### src/rtl/key_event_queue_pkg.sv
// Shared key map and default sizing for the key event path.
package key_event_queue_pkg;

    localparam int NUM_KEYS = 4;
    localparam int CODE_W   = 2;
    localparam int DEPTH    = 8;
    localparam int CNT_W    = 4;

    localparam int KEY_LEFT   = 0;
    localparam int KEY_RIGHT  = 1;
    localparam int KEY_ROTATE = 2;
    localparam int KEY_DROP   = 3;

    typedef logic [CODE_W-1:0] code_t;

endpackage

### src/rtl/key_event_queue_if.sv
// Consumer-facing event port: show-ahead head, pop and overflow status.
interface key_event_queue_if
    import key_event_queue_pkg::*;
#(
    parameter int CODE_W = key_event_queue_pkg::CODE_W,
    parameter int CNT_W  = key_event_queue_pkg::CNT_W
) ();

    logic              event_valid;
    logic [CODE_W-1:0] event_code;
    logic [CNT_W-1:0]  count;
    logic              overflow;
    logic              pop;
    logic              clr_overflow;

    modport master (
        output event_valid, event_code, count, overflow,
        input  pop, clr_overflow
    );

    modport slave (
        input  event_valid, event_code, count, overflow,
        output pop, clr_overflow
    );

endinterface

### src/rtl/key_event_queue_sync_fifo.sv
// Show-ahead synchronous FIFO; accepts a write when full if a read retires.
module sync_fifo #(
    parameter int WIDTH = 2,
    parameter int DEPTH = 8,
    localparam int AW = $clog2(DEPTH),
    localparam int CW = $clog2(DEPTH + 1)
) (
    input  logic             clk,
    input  logic             rst,
    input  logic             wr_en,
    input  logic [WIDTH-1:0] wr_data,
    input  logic             rd_en,
    output logic [WIDTH-1:0] rd_data,
    output logic [CW-1:0]    count,
    output logic             full,
    output logic             empty
);

    logic [WIDTH-1:0] mem [DEPTH];
    logic [AW-1:0]    wr_ptr;
    logic [AW-1:0]    rd_ptr;
    logic             rd_ok;
    logic             wr_ok;

    assign full  = (count == CW'(DEPTH));
    assign empty = (count == '0);
    assign rd_ok = rd_en & ~empty;
    assign wr_ok = wr_en & (~full | rd_ok);

    // Head is forced to zero when empty so no stale entry ever shows.
    assign rd_data = empty ? '0 : mem[rd_ptr];

    always_ff @(posedge clk) begin
        if (wr_ok)
            mem[wr_ptr] <= wr_data;
    end

    always_ff @(posedge clk) begin
        if (rst) begin
            wr_ptr <= '0;
            rd_ptr <= '0;
            count  <= '0;
        end else begin
            if (wr_ok)
                wr_ptr <= wr_ptr + AW'(1);
            if (rd_ok)
                rd_ptr <= rd_ptr + AW'(1);
            unique case ({wr_ok, rd_ok})
                2'b10:   count <= count + CW'(1);
                2'b01:   count <= count - CW'(1);
                default: count <= count;
            endcase
        end
    end

endmodule

### src/rtl/key_event_queue.sv
// Latches key press pulses, serializes them lowest-index first into a FIFO.
module key_event_queue
    import key_event_queue_pkg::*;
#(
    parameter int NUM_KEYS = key_event_queue_pkg::NUM_KEYS,
    parameter int CODE_W   = key_event_queue_pkg::CODE_W,
    parameter int DEPTH    = key_event_queue_pkg::DEPTH,
    parameter int CNT_W    = key_event_queue_pkg::CNT_W
) (
    input  logic                clk,
    input  logic                rst,
    input  logic [NUM_KEYS-1:0] key_pulse,
    key_event_queue_if.master   ev
);

    logic [NUM_KEYS-1:0] pending;
    logic [NUM_KEYS-1:0] grant;
    logic [CODE_W-1:0]   grant_code;
    logic                full;
    logic                empty;
    logic                pop_acc;
    logic                push_ok;
    logic                drop;
    logic                overflow_q;

    assign pop_acc = ev.pop & ~empty;
    assign push_ok = ~full | pop_acc;
    assign grant   = push_ok ? (pending & (~pending + 1'b1)) : '0;
    assign drop    = |(key_pulse & pending & ~grant);

    always_comb begin
        grant_code = '0;
        for (int i = NUM_KEYS - 1; i >= 0; i--)
            if (pending[i])
                grant_code = CODE_W'(i);
    end

    always_ff @(posedge clk) begin
        if (rst) begin
            pending    <= '0;
            overflow_q <= 1'b0;
        end else begin
            pending <= (pending & ~grant) | key_pulse;
            // A drop in the same cycle as a clear must stay visible.
            if (drop)
                overflow_q <= 1'b1;
            else if (ev.clr_overflow)
                overflow_q <= 1'b0;
        end
    end

    sync_fifo #(
        .WIDTH (CODE_W),
        .DEPTH (DEPTH)
    ) u_fifo (
        .clk     (clk),
        .rst     (rst),
        .wr_en   (|grant),
        .wr_data (grant_code),
        .rd_en   (ev.pop),
        .rd_data (ev.event_code),
        .count   (ev.count),
        .full    (full),
        .empty   (empty)
    );

    assign ev.event_valid = ~empty;
    assign ev.overflow    = overflow_q;

endmodule

### src/flat_wrapper.sv
// flat-port wrapper written by rule: the top's interface ports become plain ports
module key_event_queue_flat import key_event_queue_pkg::*;
#(
    parameter int NUM_KEYS = key_event_queue_pkg::NUM_KEYS,
    parameter int CODE_W   = key_event_queue_pkg::CODE_W,
    parameter int DEPTH    = key_event_queue_pkg::DEPTH,
    parameter int CNT_W    = key_event_queue_pkg::CNT_W
)
  (clk, rst, key_pulse, ev_event_valid, ev_event_code, ev_count, ev_overflow, ev_pop, ev_clr_overflow);
  key_event_queue_if #(.CODE_W(CODE_W), .CNT_W(CNT_W)) ev_i ();
  input  logic clk;
  input  logic rst;
  input  logic [NUM_KEYS-1:0] key_pulse;
  output wire logic [$bits(ev_i.event_valid)-1:0] ev_event_valid;
  output wire logic [$bits(ev_i.event_code)-1:0] ev_event_code;
  output wire logic [$bits(ev_i.count)-1:0] ev_count;
  output wire logic [$bits(ev_i.overflow)-1:0] ev_overflow;
  input wire logic [$bits(ev_i.pop)-1:0] ev_pop;
  input wire logic [$bits(ev_i.clr_overflow)-1:0] ev_clr_overflow;
  assign ev_event_valid = ev_i.event_valid;
  assign ev_event_code = ev_i.event_code;
  assign ev_count = ev_i.count;
  assign ev_overflow = ev_i.overflow;
  assign ev_i.pop = ev_pop;
  assign ev_i.clr_overflow = ev_clr_overflow;
  key_event_queue #(.NUM_KEYS(NUM_KEYS), .CODE_W(CODE_W), .DEPTH(DEPTH), .CNT_W(CNT_W)) u_core (.clk(clk), .rst(rst), .key_pulse(key_pulse), .ev(ev_i));
endmodule
### config.mk
export PLATFORM = sky130hd
export DESIGN_NAME = key_event_queue_flat
export DESIGN_NICKNAME = d
export VERILOG_FILES = /design/src/rtl/key_event_queue_pkg.sv /design/src/rtl/key_event_queue_if.sv /design/src/rtl/key_event_queue_sync_fifo.sv /design/src/rtl/key_event_queue.sv /design/src/flat_wrapper.sv
export SDC_FILE = /design/constraint.sdc
export NUM_CORES = 1
export LEC_CHECK = 0
export ABC_AREA = 1
export ABC_CLOCK_PERIOD_IN_PS = 3030
export CORE_MARGIN = 3
export CORE_UTILIZATION = 42
export CTS_CLUSTER_DIAMETER = 200
export CTS_CLUSTER_SIZE = 28
export DETAILED_ROUTE_END_ITERATION = 8
export GPL_TIMING_DRIVEN = 0
export PLACE_DENSITY_LB_ADDON = 0.2
export SETUP_SLACK_MARGIN = 0.4
export SLEW_MARGIN = 15
export SYNTH_ARGS = -nofsm -noshare
export SYNTH_HDL_FRONTEND = slang
export SYNTH_HIERARCHICAL = 1
export SYNTH_SLANG_ARGS = --single-unit
### constraint.sdc
create_clock -name clk -period 3.03 [get_ports clk]
set_clock_uncertainty 0.15 [all_clocks]
set_input_delay 0.303 -clock clk [delete_from_list [all_inputs] [get_ports clk]]
set_output_delay 0.303 -clock clk [all_outputs]
set_load 0.005 [all_outputs]
== After elaboration in Yosys (flattened, before gate mapping) ==
Memories as Yosys holds them, arrays and structs flattened. A register that Yosys moved wholly into a read port is not among the register bits.
Index checks and enable logic that the tools add are counted.

* Register bits: 15
* Memory bits (writable): 16
* Input port bits: 8
* Output and inout port bits: 8
* Logic and storage cells: 44
* Memories: 1

* Add/subtract/negate cells: 5
* Eq/ne operators: 3
* Muxes and demuxes: 13
* Bitwise gates (word level): 12
* Reduce and logical (&&, ||, !) cells: 5

{| class="wikitable"
|+ Memories
! name !! depth !! bits a word !! rd ports !! clocked after Yosys merged registers in !! write ports !! RTL line !! text
|-
| u_core.u_fifo.mem || 8 || 2 || 1 || 1 || 1 || key_event_queue_sync_fifo.sv:19 || <nowiki>logic [WIDTH-1:0] mem [DEPTH];</nowiki>
|}

{| class="wikitable"
|+ Operator list
! operator !! number
|-
| $and A4 B4 Y4 || 4
|-
| $mux W2 || 5
|-
| $add A4 B1 Y4 const B || 2
|-
| $not A4 Y4 || 2
|-
| $pmux W4 S2 || 1
|-
| $reduce_or A4 Y1 || 2
|-
| $add A3 B1 Y3 const B || 2
|-
| $mux W3 || 2
|-
| $eq A4 B4 Y1 const B || 1
|-
| $logic_not A4 Y1 || 1
|-
| $mux W1 || 4
|-
| $mux W4 || 1
|-
| $or A4 B4 Y4 || 1
|-
| $reduce_bool A2 Y1 || 2
|-
| $sub A4 B1 Y4 const B || 1
|-
| $and A1 B1 Y1 || 2
|-
| $eq A2 B1 Y1 const B || 1
|-
| $eq A2 B2 Y1 const B || 1
|-
| $not A1 Y1 || 2
|-
| $or A1 B1 Y1 || 1
|}

== Logic depth before layout (Yosys ltp) ==
* Depth after elaboration: 9
* Depth in mapped cells: 18
* Depth with buffers taken out: 18

== Hierarchy ==
The synthesis kept the hierarchy.

{| class="wikitable"
|+ By module, submodules not included
! module !! instances !! cells an instance !! area an instance (um^2)
|-
| sync_fifo || 1 || 143 || 1347.5
|-
| key_event_queue || 1 || 46 || 287.8
|}

== Least setup slack after synthesis ==
OpenSTA, ideal clock, no wires.

* Path kind: register to register
* Start: register u_core.u_fifo.count[0]
* End: register u_core.u_fifo.count[3]
* Library setup time: 115 ps
* Data arrival time: 2080 ps
* Required time: 2765 ps
* Slack: 685 ps
* Cell stages (with the launch flop): 17
* Path buffers: 0
* Period minus slack after synthesis: 2345 ps
* Cells stage by stage: dfxtp_1 > nor2_4 > nand3_1 > inv_1 > nand2_4 > o31ai_1 > inv_1 > inv_1 > nand3_2 > inv_1 > ha_1 > a21oi_1 > nand3_1 > nand2_2 > nand3_1 > nand2_1 > nor2_1

* Elaborated cells on any way between the ends: 15

{| class="wikitable"
|+ RTL lines
! what !! RTL line !! text
|-
| start: declaration || key_event_queue_sync_fifo.sv:14 || <nowiki>output logic [CW-1:0] count,</nowiki>
|-
| start signal: assignment || key_event_queue_sync_fifo.sv:49 || <nowiki>2'b10: count <= count + CW'(1);</nowiki>
|-
| start signal: assignment || key_event_queue_sync_fifo.sv:50 || <nowiki>2'b01: count <= count - CW'(1);</nowiki>
|-
| start signal: assignment || key_event_queue_sync_fifo.sv:51 || <nowiki>default: count <= count;</nowiki>
|-
| $eq A4 B4 Y1 (*) || key_event_queue_sync_fifo.sv:25 || <nowiki>assign full = (count == CW'(DEPTH));</nowiki>
|-
| named net u_core.full || key_event_queue.sv:19 || <nowiki>logic full;</nowiki>
|-
| $not A1 Y1 (*) || key_event_queue_sync_fifo.sv:28, key_event_queue.sv:27 ||
|-
| $or A1 B1 Y1 (*) || key_event_queue_sync_fifo.sv:28, key_event_queue.sv:27 ||
|-
| $mux W4 || key_event_queue.sv:28 || <nowiki>assign grant = push_ok ? (pending & (~pending + 1'b1)) : '0;</nowiki>
|-
| $reduce_or A4 Y1 || key_event_queue.sv:58 || <nowiki>.wr_en (|grant),</nowiki>
|-
| $and A1 B1 Y1 (*) || key_event_queue_sync_fifo.sv:28 || <nowiki>assign wr_ok = wr_en & (~full | rd_ok);</nowiki>
|-
| $eq A2 B1 Y1 or $eq A2 B2 Y1 (tied branches) || key_event_queue_sync_fifo.sv:48 || <nowiki>unique case ({wr_ok, rd_ok})</nowiki>
|-
| $pmux W4 S2 or $reduce_bool A2 Y1 (tied branches) || -- ||
|}

Mark *: on every way through the listed nets, which the timed path passes. The rest lies on a longest branch.
A chain may end at the register's enable or synchronous reset.

== Final worst setup path ==
* Start: register u_core.u_fifo.count[1]
* End: register u_core.u_fifo.count[3]

* Cells in the longest elaborated chain, start to end: 9
* Elaborated cells on any way between the ends: 15

{| class="wikitable"
|+ RTL lines
! what !! RTL line !! text
|-
| $logic_not A4 Y1 (*) || key_event_queue_sync_fifo.sv:26 || <nowiki>assign empty = (count == '0);</nowiki>
|-
| named net u_core.empty || key_event_queue.sv:20 || <nowiki>logic empty;</nowiki>
|-
| $not A1 Y1 (*) || key_event_queue_sync_fifo.sv:27, key_event_queue.sv:26 ||
|-
| $and A1 B1 Y1 (*) || key_event_queue_sync_fifo.sv:27, key_event_queue.sv:26 ||
|-
| $or A1 B1 Y1 || key_event_queue_sync_fifo.sv:28, key_event_queue.sv:27 ||
|-
| $mux W4 || key_event_queue.sv:28 ||
|-
| $reduce_or A4 Y1 || key_event_queue.sv:58 ||
|-
| $and A1 B1 Y1 || key_event_queue_sync_fifo.sv:28 ||
|-
| $eq A2 B1 Y1 or $eq A2 B2 Y1 (tied branches) || key_event_queue_sync_fifo.sv:48 ||
|-
| $pmux W4 S2 or $reduce_bool A2 Y1 (tied branches) || -- ||
|}

Marks and branches as above.

==> results summary <==
In this run the worst path has a maximum fanout of 7. The simple-gate share of the synthesized area came out at 25.6%. The worst supply voltage drop on vdd came out at 0.346 mV. The number of nets produced by synthesis is 202.

The number of design-rule violations left by the first detailed-router iteration is 38. The cell area that synthesis handed to floorplanning was 1640 µm². The number of global-route vias before repair was ~1300.

Summing the areas of all xor and xnor instances in the mapped netlist gives 1.61% of the synthesized area. The wire length per cell after detailed routing is 12.8 µm. The combinational family with the most area after synthesis is simple AND/OR/NAND/NOR gates. The core region is 3720 µm².

In this run, CTS created clock tree buffers numbering 5. The combinational fraction of design power is 38.5%. Summing the areas of all compound-gate instances in the mapped netlist gives 10.4% of the synthesized area. The net switching component of the power is 0.000670 W. The combined global-route utilization of all metal layers came out at 16.2%.

The number of max-cap violations came out at 0. The total number of yosys warnings is 6. The number of storage elements in the synthesis netlist came out at 34. The sequential cell area fraction in the yosys report is 51.4%.

The tree is rooted in a clkbuf_8. The number of cells after detailed placement is 252. The min-delay analysis places its worst path in the category reg -> reg. The worst setup path is launched from a flop.

The reported leakage power is 0.867 nW. The maximum buffer depth of the clock tree is 2. After clock tree synthesis, the clock-pin slew on the worst setup and hold paths is 0.07 ns. The die boundary width is slightly below 70 µm.

The actual transition at the worst max-transition pin came out at roughly 0.62 ns. The fraction of power spent switching nets came out at 35.4%. The power density over the cells came out at 938 nW/µm². The quantity of I/O buffers inserted on ports is 15. For this design the top-level I/O count stands at 16.

The shortest period the worst path allows is 2.50 ns. The share of the clock period used by the worst path after layout is between 80% and 90%. The placer congestion estimate came out at 0.826. The worst slew margin relative to its limit came out at 58.4%. The end-of-flow core utilization is 54.3%. The post-route DRC violation count came out at 0. The area growth from synthesis to layout is 23.3%. Entering global routing, the biggest net connects 13 pins.

The pre-antenna-repair detailed-routing pass consisted of 5 iterations. The flow ran to the end, and the final reports show no timing, DRC or antenna violations. The final wirelength is 3360 µm.

The number of non-filler instances in the completed layout is 262. The total number of vias is around 1300. Setup repair after global routing left no endpoint under its margin.

The final setup violation count is 0. The startpoint-to-endpoint class of the critical path is reg -> reg. The ratio of cells with drive above 1 in the final layout came out at around a fifth. The level count of the clock H-tree is 2.

The effective utilization at floorplan came out at between 40 and 50%. The count of antenna diodes in the layout is 0. The count of nets left with antenna violations once routing finished came out at 0. The number of rows in the core area came out at 22. Static timing analysis puts the maximum clock frequency at 399 MHz.

STA classifies the critical path endpoint as a flop. The per-cell via count in the routed design came out at 5.01. Summed over all layers, the global routing overflow is 0. The design internal power came out at between 0.001 and 0.0015 W.

Sequential cells burn a little over a third of the power. From bottom edge to top edge, the die measures a little under 70 µm. The global-route wire length before repair is 5510 µm. Summing the areas of all fa, ha and maj instances in the mapped netlist gives about 4.3% of the synthesized area.

The gate count of the mapped netlist came out at approximately 190. The die area came out at 4680 µm². TritonCTS built the clock tree. The arrival time reported for the critical path endpoint is ~2.5 ns. Each instance of the synthesized netlist takes up on average 8.65 µm².

The count of cell types in the netlist is 25. The clock network fraction of design power is 26.4%. For the worst setup path, the data required time is between 3 and 4 ns. The latest clock arrival within the worst-skew pair came out at 0.28 ns. The multiplexer share of the synthesized area is 0%. The number of endpoints with negative hold slack in the final report is 0. The initial antenna violation count came out at 0. The total number of nets in the final design came out at 226.

The total negative setup slack came out at 0 ns. The total number of clock tree sinks came out at 34. The final HPWL from detailed placement came out at 2410 µm. The final max-slew violation count came to 0.
[layer usage]
| layer | share of wire (%) | vias up | track usage, % |
|---|---|---|---|
| li1 | - | 665 | - |
| met1 | 45 | 615 | 18.9 |
| met2 | 49 | 25 | 26.8 |
| met3 | 4.1 | 8 | 5.09 |
| met4 | 2.2 | 0 | 7.69 |
| met5 | 0 | - | 0 |
[state kept, by name (all words and copies together), names as in the netlist, named ones only]
name / flops
u_core/ev.overflow: 1
u_core/pending: 4
u_core/u_fifo/mem: 16
u_core/u_fifo/rd_ptr: 3
u_core/u_fifo/wr_ptr: 3
u_core/u_fifo/count: 4
[cell families after synthesis]
logic type / count (synthesis)
compound gates: 32
buf+inv: 29
flops: 34
fa+ha+maj: 5
xor+xnor: 3
simple gates: 86
[final timing paths]
check | depth (start not counted) | from | endpoint | slack, ns
max | 18 | u_core/u_fifo/count[1] | u_core/u_fifo/count[3] | 0.53
max reg2reg | 18 | u_core/u_fifo/count[1] | u_core/u_fifo/count[3] | 0.53
min reg2reg | 2 | u_core/u_fifo/rd_ptr[0] | u_core/u_fifo/rd_ptr[0] | 0.36
min | 2 | u_core/u_fifo/rd_ptr[0] | u_core/u_fifo/rd_ptr[0] | 0.36
[what timing repair did]
item / CTS / global route
resized for setup: 0 / 9
endpoints found under the setup margin: 0 / 1
buffers inserted: 0 / 2
hold buffers: 0 / 0
[cells in the mapped netlist]
library cell	n	area [µm²]
a21oi_1	14	70.1
buf_2	1	5.00
dfxtp_1	18	360
edfxtp_1	16	480
fa_1	1	20.0
ha_1	4	50.1
inv_1	19	71.3
inv_2	9	33.8
nand2_1	22	82.6
nand2_2	4	25.0
nand2_4	5	56.3
nand3_1	10	50.1
nand3_2	1	10.0
nand3_4	1	17.5
nand4_1	2	12.5
nor2_1	39	146
nor2_2	1	6.26
nor2_4	1	11.3
o211ai_1	2	15.0
o21ai_0	8	40.0
o21ai_1	5	25.0
o22ai_1	2	12.5
o31ai_1	1	7.51
xnor2_1	1	8.76
xor2_1	2	17.5
[stage by stage]
step	power (W)	setup slack, ns	hold slack, ns	area (µm²)
final	0.00189	0.526	0.361	2020
after global routing	0.00203	0.372	0.374	2020
after CTS	0.00187	0.403	0.360	1980
after detailed placement	0.00136	0.152	0.349	1850
after global placement	0.00133	0.175	0.321	1850
after floorplan	0.00112	0.685	0.222	1640
[worst max-delay path: stages, from the launching register on]
cell and delay [ns]:
dfxtp_2 0.36, nor2_4 0.16, nand2_4 0.12, inv_1 0.09
inv_2 0.04, nand2_2 0.08, nand2_4 0.06, o31ai_1 0.07
inv_1 0.12, inv_1 0.13, nand3_4 0.12, inv_2 0.09
ha_1 0.27, a21oi_2 0.18, nand3_1 0.10, nand2_2 0.09
nand3_1 0.06, nand2_1 0.06, nor2_1 0.04
[cells in the final DEF (no fill, tap or decap)]
cell type | netlist | routed
a21oi_1 | 14 | 13
a21oi_2 | 0 | 1
buf_2 | 1 | 1
buf_4 | 0 | 2
bufinv_16 | 0 | 2
clkbuf_8 | 0 | 5
clkdlybuf4s50_1 | 0 | 14
clkinv_4 | 0 | 1
dfxtp_1 | 18 | 14
dfxtp_2 | 0 | 4
dlymetal6s2s_1 | 0 | 1
edfxtp_1 | 16 | 16
fa_1 | 1 | 1
ha_1 | 4 | 4
inv_1 | 19 | 17
inv_2 | 9 | 11
nand2_1 | 22 | 22
nand2_2 | 4 | 4
nand2_4 | 5 | 5
nand3_1 | 10 | 10
nand3_4 | 1 | 2
nand4_1 | 2 | 2
nor2_1 | 39 | 39
nor2_2 | 1 | 1
nor2_4 | 1 | 1
o211ai_1 | 2 | 2
o21ai_0 | 8 | 8
o21ai_1 | 5 | 5
o22ai_1 | 2 | 2
o31ai_1 | 1 | 1
xnor2_1 | 1 | 1
xor2_1 | 2 | 2
[area by class of cell]
type / instances / area (µm²)
fillers: 353 / 1700
flip-flops and latches: 34 / 846
multi-input cells: 126 / 696
repair buffers: 17 / 168
inverters: 28 / 105
clock buffers: 5 / 68.8
clock inverters: 3 / 68.8
well taps: 48 / 60.1
plain buffers: 1 / 5.00
[power groups by stage]
stage / registers [W] / clock network, W / logic [W]
4_1_cts: 0.000657 / 0.000513 / 0.000696
3_3_place_gp: 0.000661 / 0 / 0.000665
3_5_place_dp: 0.000667 / 0 / 0.000692
5_1_grt: 0.000677 / 0.000535 / 0.000819
6_report: 0.000664 / 0.000499 / 0.000729
2_1_floorplan: 0.000648 / 0 / 0.000474
Note: power is estimated with default switching activity, not from simulation.
